--- src/rtl/spi_flash_id_responder.sv ---
// SPI mode-0 slave emulating the RDID/RDSR front end of a serial NOR flash.
// SCK, CS_n and MOSI are oversampled in the sys_clk domain.
module spi_flash_id_responder #(
    parameter logic [23:0] JEDEC_ID = 24'h202015,
    parameter logic [7:0]  STATUS   = 8'h00
) (
    input  logic       sys_clk,
    input  logic       sys_rst_n,
    input  logic       spi_sck,
    input  logic       spi_cs_n,
    input  logic       spi_mosi,
    output logic       spi_miso,
    output logic       spi_miso_oe,
    output logic [7:0] cmd_code,
    output logic       cmd_valid,
    output logic       id_sent,
    output logic [7:0] rdid_count
);

    typedef enum logic [2:0] {
        S_IDLE,
        S_CMD,
        S_RESP_ID,
        S_RESP_SR,
        S_IGNORE
    } state_t;

    state_t state, state_nxt;

    logic sck_s1, sck_s2, sck_d;
    logic cs_s1, cs_s2, cs_d;
    logic mosi_s1, mosi_s2;

    logic       sck_rise, sck_fall, cs_fall, cs_high;
    logic [2:0] bit_cnt;
    logic [1:0] byte_idx, byte_nxt;
    logic [7:0] rx_sh, tx_sh, cmd_byte, id_byte;
    logic       miso_r, started, cmd_done;

    always_ff @(posedge sys_clk or negedge sys_rst_n) begin
        if (!sys_rst_n) begin
            sck_s1  <= 1'b0;
            sck_s2  <= 1'b0;
            sck_d   <= 1'b0;
            cs_s1   <= 1'b1;
            cs_s2   <= 1'b1;
            cs_d    <= 1'b1;
            mosi_s1 <= 1'b0;
            mosi_s2 <= 1'b0;
        end else begin
            sck_s1  <= spi_sck;
            sck_s2  <= sck_s1;
            sck_d   <= sck_s2;
            cs_s1   <= spi_cs_n;
            cs_s2   <= cs_s1;
            cs_d    <= cs_s2;
            mosi_s1 <= spi_mosi;
            mosi_s2 <= mosi_s1;
        end
    end

    assign sck_rise = sck_s2 & ~sck_d;
    assign sck_fall = ~sck_s2 & sck_d;
    assign cs_fall  = ~cs_s2 & cs_d;
    assign cs_high  = cs_s2;

    assign cmd_byte = {rx_sh[6:0], mosi_s2};
    assign cmd_done = (state == S_CMD) && sck_rise && (bit_cnt == 3'd7);
    assign byte_nxt = (byte_idx == 2'd2) ? 2'd0 : byte_idx + 2'd1;

    always_comb begin
        case (byte_nxt)
            2'd1:    id_byte = JEDEC_ID[15:8];
            2'd2:    id_byte = JEDEC_ID[7:0];
            default: id_byte = JEDEC_ID[23:16];
        endcase
    end

    always_ff @(posedge sys_clk or negedge sys_rst_n) begin
        if (!sys_rst_n) state <= S_IDLE;
        else            state <= state_nxt;
    end

    always_comb begin
        state_nxt = state;
        if (cs_high) begin
            state_nxt = S_IDLE;
        end else begin
            case (state)
                S_IDLE: if (cs_fall) state_nxt = S_CMD;
                S_CMD: begin
                    if (cmd_done) begin
                        if (cmd_byte == 8'h9F)      state_nxt = S_RESP_ID;
                        else if (cmd_byte == 8'h05) state_nxt = S_RESP_SR;
                        else                        state_nxt = S_IGNORE;
                    end
                end
                default: state_nxt = state;
            endcase
        end
    end

    always_comb begin
        spi_miso_oe = 1'b0;
        spi_miso    = 1'b0;
        if (state == S_RESP_ID || state == S_RESP_SR) begin
            spi_miso_oe = 1'b1;
            spi_miso    = miso_r;
        end
    end

    // tx_sh holds the byte being shifted; byte_idx names that byte
    always_ff @(posedge sys_clk or negedge sys_rst_n) begin
        if (!sys_rst_n) begin
            bit_cnt    <= 3'd0;
            byte_idx   <= 2'd0;
            rx_sh      <= 8'h00;
            tx_sh      <= 8'h00;
            miso_r     <= 1'b0;
            started    <= 1'b0;
            cmd_code   <= 8'h00;
            cmd_valid  <= 1'b0;
            id_sent    <= 1'b0;
            rdid_count <= 8'h00;
        end else begin
            cmd_valid <= 1'b0;
            id_sent   <= 1'b0;
            if (cs_high) begin
                bit_cnt <= 3'd0;
                miso_r  <= 1'b0;
                started <= 1'b0;
            end else begin
                case (state)
                    S_IDLE: begin
                        if (cs_fall) begin
                            bit_cnt <= 3'd0;
                            rx_sh   <= 8'h00;
                        end
                    end
                    S_CMD: begin
                        if (sck_rise) begin
                            rx_sh   <= cmd_byte;
                            bit_cnt <= bit_cnt + 3'd1;
                        end
                        if (cmd_done) begin
                            cmd_code  <= cmd_byte;
                            cmd_valid <= 1'b1;
                            byte_idx  <= 2'd0;
                            started   <= 1'b0;
                            miso_r    <= 1'b0;
                            tx_sh     <= (cmd_byte == 8'h05) ? STATUS
                                                             : JEDEC_ID[23:16];
                        end
                    end
                    S_RESP_ID, S_RESP_SR: begin
                        if (sck_fall) begin
                            miso_r  <= tx_sh[7];
                            started <= 1'b1;
                            bit_cnt <= bit_cnt + 3'd1;
                            if (bit_cnt == 3'd7) begin
                                byte_idx <= byte_nxt;
                                tx_sh    <= (state == S_RESP_SR) ? STATUS
                                                                 : id_byte;
                            end else begin
                                tx_sh <= {tx_sh[6:0], 1'b0};
                            end
                        end else if (sck_rise && state == S_RESP_ID && started
                                     && bit_cnt == 3'd0 && byte_idx == 2'd0) begin
                            // master is sampling bit 0 of byte2
                            id_sent <= 1'b1;
                            if (rdid_count != 8'hFF)
                                rdid_count <= rdid_count + 8'd1;
                        end
                    end
                    default: ;
                endcase
            end
        end
    end

endmodule

--- config.mk ---
export PLATFORM = sky130hd
export DESIGN_NAME = spi_flash_id_responder
export DESIGN_NICKNAME = d
export VERILOG_FILES = /design/src/rtl/spi_flash_id_responder.sv
export SDC_FILE = /design/constraint.sdc
export NUM_CORES = 1
export LEC_CHECK = 0
export ABC_AREA = 1
export BUFFER_PORTS_ARGS = -buffer_cell sky130_fd_sc_hd__buf_2
export CAP_MARGIN = 0
export CORE_MARGIN = 2
export CORE_UTILIZATION = 55
export DETAILED_ROUTE_END_ITERATION = 10
export PLACE_DENSITY = 0.81
export SYNTH_ARGS = -nofsm -noshare
export SYNTH_HDL_FRONTEND = slang
export SYNTH_SLANG_ARGS = --single-unit
--- constraint.sdc ---
create_clock -name sys_clk -period 1.8 [get_ports sys_clk]
set_input_delay 0.45 -clock sys_clk [delete_from_list [all_inputs] [get_ports sys_clk]]
set_output_delay 0.45 -clock sys_clk [all_outputs]
set_load 0.01 [all_outputs]
==> reports/qor.csv <==
stage;metric;value;unit
pwr;Power Density;828.0;nW/µm²
placement;hpwl dp;3.456;mm
route;1st-pass router iterations;4;
sta;min Tclk post-route;1.715;ns
die;Rows;24;
sta;Final period util;95.25;%
synthesis;Post-Synth XOR/XNOR Area;0.3433;%
die;Die Height;72.11;µm
cts;Max Root-Sink Buffers;2;
grt;largest net degree at the start of global routing;22;
cells_and_area;antenna cells;0;
synthesis;post-synthesis cell area;2551;µm²
route;Starting DRT DRC Count;115;
synthesis;Syn Inst Count;288;
cts;clk sinks;51;
grt;first-pass GRT wire length;8.280;mm
route;Routed Antenna Nets;0;
cells_and_area;synthesis-to-layout area growth;13.78;%
sta;Worst slew margin;71.18;%
route;DRC violations left;0;
pwr;VDD IR max;0.6794;mV
sta;worst-margin pin slew;0.4323;ns
die;core area;4414;µm²
critical_path;Crit Path Max Fanout;8;
sta;Fmax;0.5833;GHz
route;Routed WL per cell;12.76;µm
pwr;Leakage Power;1.477;nW
cts;cts bufs inserted;5;
critical_path;FF-to-FF End;tx_sh[4];
cells_and_area;Layout Nets;333;
critical_path;FF-to-FF Start;bit_cnt[0];
sta;final hold vios;0;
cts;clock-pin slew on the worst setup and hold paths;0.09;ns
cells_and_area;Post-Route Utilization;65.76;%
grt;global-route usage over all layers;20.28;%
placement;Placed Instance Area;2760;µm²
pwr;Pwr Total;2.404;mW
synthesis;mux cell area share after synthesis;0;%
grt;gr ovfl total;0;
critical_path;crit-path cells;inv_2 > nand2_4 > inv_4 > buf_2;
cells_and_area;design area;2903;µm²
critical_path;R2R Setup Slk;0.13;ns
synthesis;Syn Area/Cell;8.858;µm²
synthesis;Yosys warnings;0;
die;Initial Util;57.79;%
synthesis;Compound-Gate Fraction of Synth Area;10.84;%
synthesis;sequential share of the synthesized area;50.17;%
grt;vias in the first global route;1924;
critical_path;R2R depth;7;
critical_path;worst path required time;1.35;ns
sta;Setup Total Neg Slack;0;ns
die;I/O pin cnt;25;
route;vias per cell;5.326;
route;routed wire length;4.811;mm
synthesis;syn nets;297;
worst_hold_path;Hold Path Class;input port to async pin;
placement;placed cell count;367;
route;vias;2008;
cts;CTS tree;built;
critical_path;CP max-delay cell;dfrtp_1;
synthesis;largest family of logic cells by synthesized area;simple AND/OR/NAND/NOR gates;
cells_and_area;post-route insts no fill;377;
critical_path;Setup crit end kind;output port;
sta;final clock skew;0.006982;ns
run;maxcap violations;0;
synthesis;adder-cell share of the synthesized area;1.962;%
sta;Final Slew Violations;0;
critical_path;Arr. time, crit path;1.26;ns
critical_path;Max stage delay on crit path;0.47;ns
cts;H-tree levels;2;
cts;clock root cell;clkbuf_8;
run_status;outcome;complete, no violations;
grt;initial antenna violation count;0;
placement;GPL Wtd Cong;0.8637;
die;Die Width;72.11;µm
cells_and_area;share of cells above drive strength 1;25.85;%
sta;RSZ-0062 raised after global routing;no;
critical_path;Worst Path Buf+Inv;3;
critical_path;Critical Path Source Type;flip-flop;
synthesis;Synth cell types;28;
cts;Worst-Skew Late Latency;0.30;ns
placement;PortBufs;24;
synthesis;Synth Register Bits;51;
critical_path;path type of the worst setup path;flip-flop to output port;
synthesis;post-synthesis simple-gate area fraction;28.69;%
critical_path;Largest delay share family, worst path;flip-flops;
sta;# setup viols final;0;
die;die area;5199;µm²
where the power goes:
group	leakage, nW	switching [mW]	internal (mW)
combinational	0.731	0.236	0.107
sequential	0.686	0.0469	1.19
clock	0.0612	0.371	0.450
worst max-delay path by stage:
stage,startpoint,end,slack (ns),cells past startpoint
6_report,state[2],spi_miso_oe,0.09,4
5_1_grt,bit_cnt[0],tx_sh[3],0.006,8
4_1_cts,bit_cnt[0],tx_sh[6],0.07,8
3_5_place_dp,bit_cnt[0],tx_sh[3],0.12,8
3_3_place_gp,bit_cnt[0],tx_sh[1],0.21,8
2_1_floorplan,bit_cnt[0],tx_sh[4],0.26,8
sequential cells by signal (all words and copies together) (netlist names), 2 cells and up:
register,flops
bit_cnt,3
rdid_count,8
byte_idx,2
tx_sh,8
cmd_code,8
state,3
rx_sh,7
cell families after synthesis:
kind of cell             count (synthesis)
adder cells (fa/ha/maj)                  4
XOR/XNOR                                 1
AND/OR/NAND/NOR                        146
AO/OA/AOI/OAI                           39
buffers and inverters                   47
flip-flops                              51
layout make-up:
cell class	count	area, µm²
Sequential cell	51	1280
Clock inverter	2	35.03
Fill cell	351	1511
Timing Repair Buffer	31	185.2
Inverter	44	170.2
Tap cell	52	65.06
Clock buffer	6	82.58
Multi-Input combinational cell	191	1085
timing repair:
| item | in CTS | in global routing |
|---|---|---|
| buffers inserted | 0 | 1 |
| hold buffers | 0 | 0 |
| setup endpoints to repair | 0 | 4 |
| gates resized for setup | 0 | 1 |
layout by cell type (no fill, tap or decap):
| cell type | synthesis | layout |
|---|---|---|
| clkbuf_8 | 0 | 6 |
| nand3b_1 | 2 | 2 |
| inv_2 | 3 | 3 |
| o21ai_0 | 9 | 9 |
| a21oi_1 | 3 | 3 |
| buf_2 | 0 | 24 |
| nor2_2 | 3 | 2 |
| o21bai_1 | 2 | 2 |
| nand4_4 | 1 | 1 |
| nor3_4 | 1 | 1 |
| o211ai_1 | 2 | 2 |
| o21ai_1 | 8 | 8 |
| inv_4 | 2 | 2 |
| o21ai_4 | 2 | 2 |
| ha_1 | 4 | 4 |
| dfstp_2 | 3 | 3 |
| clkinv_2 | 0 | 1 |
| buf_12 | 0 | 1 |
| nand3_2 | 4 | 4 |
| o21ai_2 | 13 | 13 |
| xor2_1 | 1 | 1 |
| nand3_1 | 17 | 17 |
| nand2_1 | 69 | 69 |
| nor2_1 | 23 | 23 |
| nor2_4 | 3 | 4 |
| nand4_1 | 12 | 12 |
| nor3_1 | 2 | 2 |
| buf_4 | 0 | 6 |
| nand2_4 | 3 | 3 |
| nand2_2 | 6 | 6 |
| nand4_2 | 0 | 1 |
| bufinv_16 | 0 | 1 |
| inv_1 | 39 | 39 |
| dfrtp_1 | 48 | 48 |
worst reg2reg max path, delay by kind of cell, from the launching register on:
family	cells	cell delay [ns]
compound gates	2	0.37
fa+ha+maj	2	0.36
buf+inv	2	0.29
flops	1	0.40
simple gates	1	0.19
per-stage QoR:
step | worst slack (ns) | hold slack (ns)
floorplan | 0.2602 | 0.1544
global placement | 0.2135 | 0.3319
detailed placement | 0.1212 | 0.3355
CTS | 0.06694 | 0.07851
global route | 0.006173 | 0.09376
finish | 0.08547 | 0.07634
layer usage:
layer	wire (µm)	global-route usage [%]
met1	2278	27.10
met2	2342	33.13
met3	130	4.306
met4	59	6.709
met5	0	0
cells in the mapped netlist:
| cell | count | share of area (%) |
|---|---|---|
| nand3_1 | 17 | 3.3 |
| dfstp_2 | 3 | 3.1 |
| nor3_1 | 2 | 0.39 |
| nor3_4 | 1 | 0.64 |
| nand3b_1 | 2 | 0.59 |
| o21ai_2 | 13 | 4.5 |
| nor2_2 | 3 | 0.74 |
| o21ai_0 | 9 | 1.8 |
| nand2_1 | 69 | 10 |
| nand2_4 | 3 | 1.3 |
| o21ai_1 | 8 | 1.6 |
| xor2_1 | 1 | 0.34 |
| inv_1 | 39 | 5.7 |
| nand3_2 | 4 | 1.6 |
| nand2_2 | 6 | 1.5 |
| ha_1 | 4 | 2.0 |
| nand4_1 | 12 | 2.9 |
| inv_2 | 3 | 0.44 |
| a21oi_1 | 3 | 0.59 |
| nand4_4 | 1 | 0.83 |
| inv_4 | 2 | 0.49 |
| nor2_4 | 3 | 1.3 |
| buf_6 | 3 | 1.3 |
| o211ai_1 | 2 | 0.59 |
| o21ai_4 | 2 | 1.3 |
| dfrtp_1 | 48 | 47 |
| o21bai_1 | 2 | 0.59 |
| nor2_1 | 23 | 3.4 |
Note: power is estimated with default switching activity, not from simulation.
